==> config.mk <==
export PLATFORM = sky130hd
export DESIGN_NAME = mole_game_ctrl
export DESIGN_NICKNAME = d
export VERILOG_FILES = /design/src/rtl/mole_game_ctrl.sv
export SDC_FILE = /design/constraint.sdc
export NUM_CORES = 1
export LEC_CHECK = 0
export ABC_AREA = 0
export BUFFER_PORTS_ARGS = -buffer_cell sky130_fd_sc_hd__buf_2
export CORE_ASPECT_RATIO = 0.7
export CORE_MARGIN = 4
export CORE_UTILIZATION = 50
export CTS_CLUSTER_SIZE = 10
export DETAILED_ROUTE_END_ITERATION = 16
export PLACE_DENSITY = 0.69
export SLEW_MARGIN = 20
export SYNTH_ARGS = -nofsm -noshare
export SYNTH_HDL_FRONTEND = slang
export SYNTH_SLANG_ARGS = --single-unit
==> constraint.sdc <==
create_clock -name clk -period 6.7 [get_ports clk]
set_input_delay 0.335 -clock clk [delete_from_list [all_inputs] [get_ports clk]]
set_output_delay 0.335 -clock clk [all_outputs]
set_load 0.05 [all_outputs]
==> src/rtl/mole_game_ctrl.sv <==
// Whack-a-mole game sequencer: LFSR slot picker, mole dwell timer, hit/miss judge, score keeper.
// Optional MOLE_SPEEDUP_EN: dwell reload shrinks by one tick per 4 points, floored at MIN_TICKS.
module mole_game_ctrl #(
  parameter int         MOLE_TICKS  = 8,
  parameter int         FLASH_TICKS = 2,
  parameter int         MAX_MISSES  = 3,
  parameter logic [7:0] LFSR_SEED   = 8'hA5,
  parameter int         MIN_TICKS   = 2
) (
  input  logic       clk,
  input  logic       rst_n,
  input  logic       tick,
  input  logic       start,
  input  logic       btn_valid,
  input  logic [2:0] btn_pos,
  output logic [2:0] mole_position,
  output logic [7:0] score,
  output logic       guess_correct,
  output logic       guess_wrong,
  output logic       game_over,
  output logic [2:0] misses
);
  localparam int DW = $clog2(MOLE_TICKS + 1);
  localparam int FW = $clog2(FLASH_TICKS + 1);

  typedef enum logic [1:0] {IDLE, SHOW, FLASH, OVER} state_t;

  state_t        state, state_nx;
  logic [7:0]    lfsr;
  logic [DW-1:0] dwell, dwell_nx, dwell_reload;
  logic [FW-1:0] flash, flash_nx;
  logic [2:0]    pos_nx, misses_nx, slot_raw, slot_new;
  logic [7:0]    score_nx;
  logic          gc_nx, gw_nx, go_nx;

  // Bump to the neighbouring slot when the draw repeats the current mole.
  assign slot_raw = 3'(lfsr % 8'd5);
  assign slot_new = (slot_raw != mole_position) ? slot_raw :
                    (slot_raw == 3'd4)          ? 3'd0     : slot_raw + 3'd1;

`ifdef MOLE_SPEEDUP_EN
  localparam int SPAN = MOLE_TICKS - MIN_TICKS;
  logic [5:0] level;
  assign level = score[7:2];
  always_comb begin
    if (int'(level) >= SPAN) dwell_reload = DW'(MIN_TICKS);
    else                     dwell_reload = DW'(MOLE_TICKS - int'(level));
  end
`else
  // MIN_TICKS never exceeds MOLE_TICKS, so this is always MOLE_TICKS.
  assign dwell_reload = DW'((MOLE_TICKS > MIN_TICKS) ? MOLE_TICKS : MIN_TICKS);
`endif

  always_comb begin
    state_nx  = state;
    pos_nx    = mole_position;
    score_nx  = score;
    misses_nx = misses;
    gc_nx     = guess_correct;
    gw_nx     = guess_wrong;
    go_nx     = game_over;
    dwell_nx  = dwell;
    flash_nx  = flash;
    case (state)
      IDLE: if (start) begin
        state_nx = SHOW;
        pos_nx   = slot_new;
        dwell_nx = dwell_reload;
      end
      SHOW: begin
        // A press wins over an expiring tick in the same cycle.
        if (btn_valid) begin
          if (btn_pos == mole_position) begin
            score_nx = (score == 8'hFF) ? score : score + 8'd1;
            gc_nx    = 1'b1;
          end else begin
            misses_nx = misses + 3'd1;
            gw_nx     = 1'b1;
          end
          state_nx = FLASH;
          flash_nx = FW'(FLASH_TICKS);
        end else if (tick) begin
          if (dwell == DW'(1)) begin
            misses_nx = misses + 3'd1;
            gw_nx     = 1'b1;
            state_nx  = FLASH;
            flash_nx  = FW'(FLASH_TICKS);
          end else begin
            dwell_nx = dwell - DW'(1);
          end
        end
      end
      FLASH: if (tick) begin
        if (flash == FW'(1)) begin
          gc_nx = 1'b0;
          gw_nx = 1'b0;
          if (misses == 3'(MAX_MISSES)) begin
            state_nx = OVER;
            go_nx    = 1'b1;
          end else begin
            state_nx = SHOW;
            pos_nx   = slot_new;
            dwell_nx = dwell_reload;
          end
        end else begin
          flash_nx = flash - FW'(1);
        end
      end
      OVER: if (start) begin
        // Score is cleared in this same edge, so reload from the zero-score dwell.
        state_nx  = SHOW;
        score_nx  = 8'd0;
        misses_nx = 3'd0;
        go_nx     = 1'b0;
        pos_nx    = slot_new;
        dwell_nx  = DW'(MOLE_TICKS);
      end
      default: state_nx = IDLE;
    endcase
  end

  always_ff @(posedge clk or negedge rst_n) begin
    if (!rst_n) begin
      state         <= IDLE;
      lfsr          <= LFSR_SEED;
      mole_position <= 3'd0;
      score         <= 8'd0;
      misses        <= 3'd0;
      guess_correct <= 1'b0;
      guess_wrong   <= 1'b0;
      game_over     <= 1'b0;
      dwell         <= '0;
      flash         <= '0;
    end else begin
      state         <= state_nx;
      lfsr          <= {lfsr[6:0], lfsr[7] ^ lfsr[5] ^ lfsr[4] ^ lfsr[3]};
      mole_position <= pos_nx;
      score         <= score_nx;
      misses        <= misses_nx;
      guess_correct <= gc_nx;
      guess_wrong   <= gw_nx;
      game_over     <= go_nx;
      dwell         <= dwell_nx;
      flash         <= flash_nx;
    end
  end
endmodule

==> Flow_metrics.wiki <==
{| class="wikitable"
! Metric !! Value
|-
| Run status || finished clean
|-
| Horizontal die dimension || ~95 um
|-
| Final WL || ~5900 um
|-
| Count of nets left with antenna violations after detail routing || 0
|-
| Syn nets || around 340
|-
| Clock tree skew after final layout || between 0.004 and 0.005 ns
|-
| # nets final || approximately 360
|-
| Number of buffer cells added on primary ports || 24
|-
| First-pass GRT wire length || a little over 10000 um
|-
| Insertion delay of the later-clocked pin in the worst-skew pair || around 0.28 ns
|-
| Slew headroom || approximately a third
|-
| DRT Pass-1 Iters || 5
|-
| Initial core utilization || ~54%
|-
| Core region area || between 4000 and 5000 um2
|-
| Type of the setup path with the least slack || register to register
|-
| Share of final-layout standard cells stronger than drive strength 1 || ~15%
|-
| Max-slew violation total from the final report || 0
|-
| Post-synth EDFFs || 0
|-
| Reg2Reg Capture Point || mole_position[0]
|-
| Buffers from clock root to sink, at most || 2
|-
| Crit path arrival time || 4.83 ns
|-
| Violation count after the first detailed-route iteration || 157
|-
| Crit path largest cell delay || roughly 0.67 ns
|-
| Setup repair after global routing missed its margin || no
|-
| Number of warning messages in the yosys log || 0
|-
| Final-report setup violation count || 0
|-
| CTS Hold Buffers Added || 0
|-
| Buffers inserted by post-CTS timing repair || 0
|-
| Peak VDD IR || 0.000193 V
|-
| Worst Setup End Kind || register
|-
| Maximum operating frequency || 216 MHz
|-
| Hold Path Class || input port to asynchronous set/reset pin
|-
| H-tree levels || 2
|-
| Clock period minus final worst setup slack || 4.63 ns
|-
| Async S/R FF share, synth || 100%
|-
| TritonCTS clock tree || done
|-
| RR Startpoint || lfsr[5]
|-
| Proportion of synthesized chip area in sequential cells || about a third
|-
| Synthesized area || between 2000 and 3000 um2
|-
| Count of cell types in the netlist || 62
|-
| Post-detailed-route wirelength per cell || about 15 um
|-
| CP max FO || 14
|-
| Reported max-cap violation count || 0
|-
| Ports placed on the boundary || 25
|-
| Setup TNS Final || 0 ns
|-
| Weighted congestion at the end of routability-driven global placement || between 0.8 and 0.9
|-
| Worst path slowest cell || sky130_fd_sc_hd__dfstp_2
|-
| Power per standard cell area || about 360 nW/um2
|-
| Vertical extent of the die || between 60 and 70 um
|-
| Detailed-route vias per instance || 5.98
|-
| Primary flip-flop cell chosen by synthesis mapping || sky130_fd_sc_hd__dfrtp_1
|-
| Final hold violation count || 0
|-
| Remaining DRCs || 0
|-
| Crit path launch type || register
|-
| Leading cell types by total area after synthesis || sky130_fd_sc_hd__dfrtp_1 27%, sky130_fd_sc_hd__ha_1 6.2%, sky130_fd_sc_hd__a21oi_1 4.9%
|-
| Most frequent cells after synthesis || 30 x sky130_fd_sc_hd__nand2_1, 29 x sky130_fd_sc_hd__dfrtp_1, 26 x sky130_fd_sc_hd__a21oi_1
|-
| TritonCTS buffer count || 5
|-
| Initial antenna violation count || 0
|-
| Total number of vias || ~2400
|-
| Area of the die || about 6500 um2
|-
| Clk pin slew, worst setup/hold paths || around 0.07 ns
|-
| Most common cell in the netlist || sky130_fd_sc_hd__nand2_1
|-
| Crit share post-route || slightly below 70%
|-
| Final non-filler cell area || between 2000 and 3000 um2
|-
| Worst slew pin tran || about 1.0 ns
|-
| Resize count post-CTS || 0
|-
| Cell area after placement || around 2800 um2
|-
| CP required || 6.90 ns
|-
| Worst setup slack after placement || between 2 and 2.5 ns
|-
| Minimum setup slack in the final design || roughly 2.1 ns
|-
| Top cell type by total area after synthesis || sky130_fd_sc_hd__dfrtp_1
|-
| Share of Yosys cell area claimed by the top area cell type || roughly 27%
|-
| Root Driver || sky130_fd_sc_hd__clkbuf_8
|-
| Instance count of the mapped netlist || between 300 and 400
|-
| Post-DP HPWL || 4290 um
|-
| Std cell rows || 21
|-
| Worst hold slack || approximately 0.11 ns
|-
| Leakage power || between 1 and 1.5 nW
|-
| # diodes || 0
|-
| Yosys reg bits || 33
|-
| Setup slack of the worst register-to-register path || 2.07 ns
|-
| Avg Synthesized Cell Area || 8.19 um2
|-
| Total grt overflow || 0
|-
| CP cell instances || nor2b_1 -> xnor2_1 -> nor2_1 -> o21ai_0 -> nor3b_1 -> ha_1 -> a21oi_1 -> o21bai_1 -> a21oi_1 -> xnor2_1 -> ha_1 -> nor2_1 -> and4_4 -> or4_4 -> o41a_1 -> a22oi_1
|-
| Vias in the first global route || 2091
|-
| Largest net degree at the start of global routing || 34
|-
| Sink Count || 33
|-
| Worst-case reg-to-reg path depth || 16
|-
| Overall global routing resource usage || between 10% and 20%
|-
| Layout Area Growth over Synthesis || 7.48%
|}
[through the flow]
step / power, mW / utilization (%) / std cells
finish: 1.01 / 57.5 / 405
global route: 1.11 / 57.5 / 405
CTS: 1.02 / 57.5 / 405
detailed placement: 0.871 / 55.9 / 397
global placement: 0.859 / 55.9 / 397
floorplan: 0.756 / - / 323
[where the power goes]
| part | total (mW) | internal, mW | switching (mW) | leakage (nW) |
|---|---|---|---|---|
| combinational | 0.545 | 0.177 | 0.368 | 0.819 |
| clock | 0.144 | 0.0720 | 0.0722 | 0.0450 |
| sequential | 0.322 | 0.256 | 0.0657 | 0.383 |
| total | 1.01 | 0.505 | 0.506 | 1.25 |
[worst max-delay path: cells and delay by family, from the launching register on]
kind | cells | cell delay, ns
adder cells (fa/ha/maj) | 2 | 0.60
XOR/XNOR | 2 | 0.54
AND/OR/NAND/NOR | 6 | 1.87
flip-flops | 1 | 0.67
AO/OA/AOI/OAI | 6 | 0.85
[cell type report]
cell class	count	area, um2
Clock buffer	6	72.6
Clock inverter	2	10.0
Timing Repair Buffer	24	120
Fill cell	461	2100
Sequential cell	33	831
Multi-Input combinational cell	249	1640
Inverter	22	82.6
Tap cell	69	86.3
[state kept, by name, summed over array words and instances, names as in the netlist, 2 cells and up]
signal,cells
dwell,4
flash,2
lfsr,8
misses,3
mole_position,3
score,8
state,2
[worst max path at each step]
stage,start,endpoint,slack [ns],depth (start not counted)
after floorplan,lfsr[2],mole_position[0],2.78,17
after global placement,lfsr[5],mole_position[0],2.36,16
after detailed placement,lfsr[5],mole_position[0],2.13,16
after CTS,lfsr[5],mole_position[0],2.11,16
after global routing,lfsr[5],mole_position[2],1.76,16
final,lfsr[5],mole_position[0],2.07,16
[routing by layer]
metal / track usage (%) / share of wire [%]
met5: 0 / 0
met4: 4.68 / 0.83
met3: 4.45 / 7.0
met2: 26.8 / 41
met1: 30.9 / 51
[layout by cell type, fill, tap and decap left out, types with 7 or more instances in the layout]
cell type,instances
sky130_fd_sc_hd__o21ai_0,19
sky130_fd_sc_hd__nor2_1,22
sky130_fd_sc_hd__a21oi_1,26
sky130_fd_sc_hd__buf_2,24
sky130_fd_sc_hd__o22ai_1,7
sky130_fd_sc_hd__nand3_1,8
sky130_fd_sc_hd__nor3_1,11
sky130_fd_sc_hd__ha_1,13
sky130_fd_sc_hd__nor4_1,8
sky130_fd_sc_hd__nand2b_1,9
sky130_fd_sc_hd__inv_1,22
sky130_fd_sc_hd__nand2_1,30
sky130_fd_sc_hd__xnor2_1,11
sky130_fd_sc_hd__dfrtp_1,29
[kinds of logic (layout without fill, tap and decap cells)]
kind of cell	Yosys count	count (layout)	share of synthesized area, %
buf+inv	41	54	6.58
xor+xnor	13	13	4.59
fa+ha+maj	13	13	6.15
compound gates	102	102	26.0
flops	33	33	31.4
simple gates	114	114	22.5
mux	7	7	2.79
(Power assumes the default switching activity.)
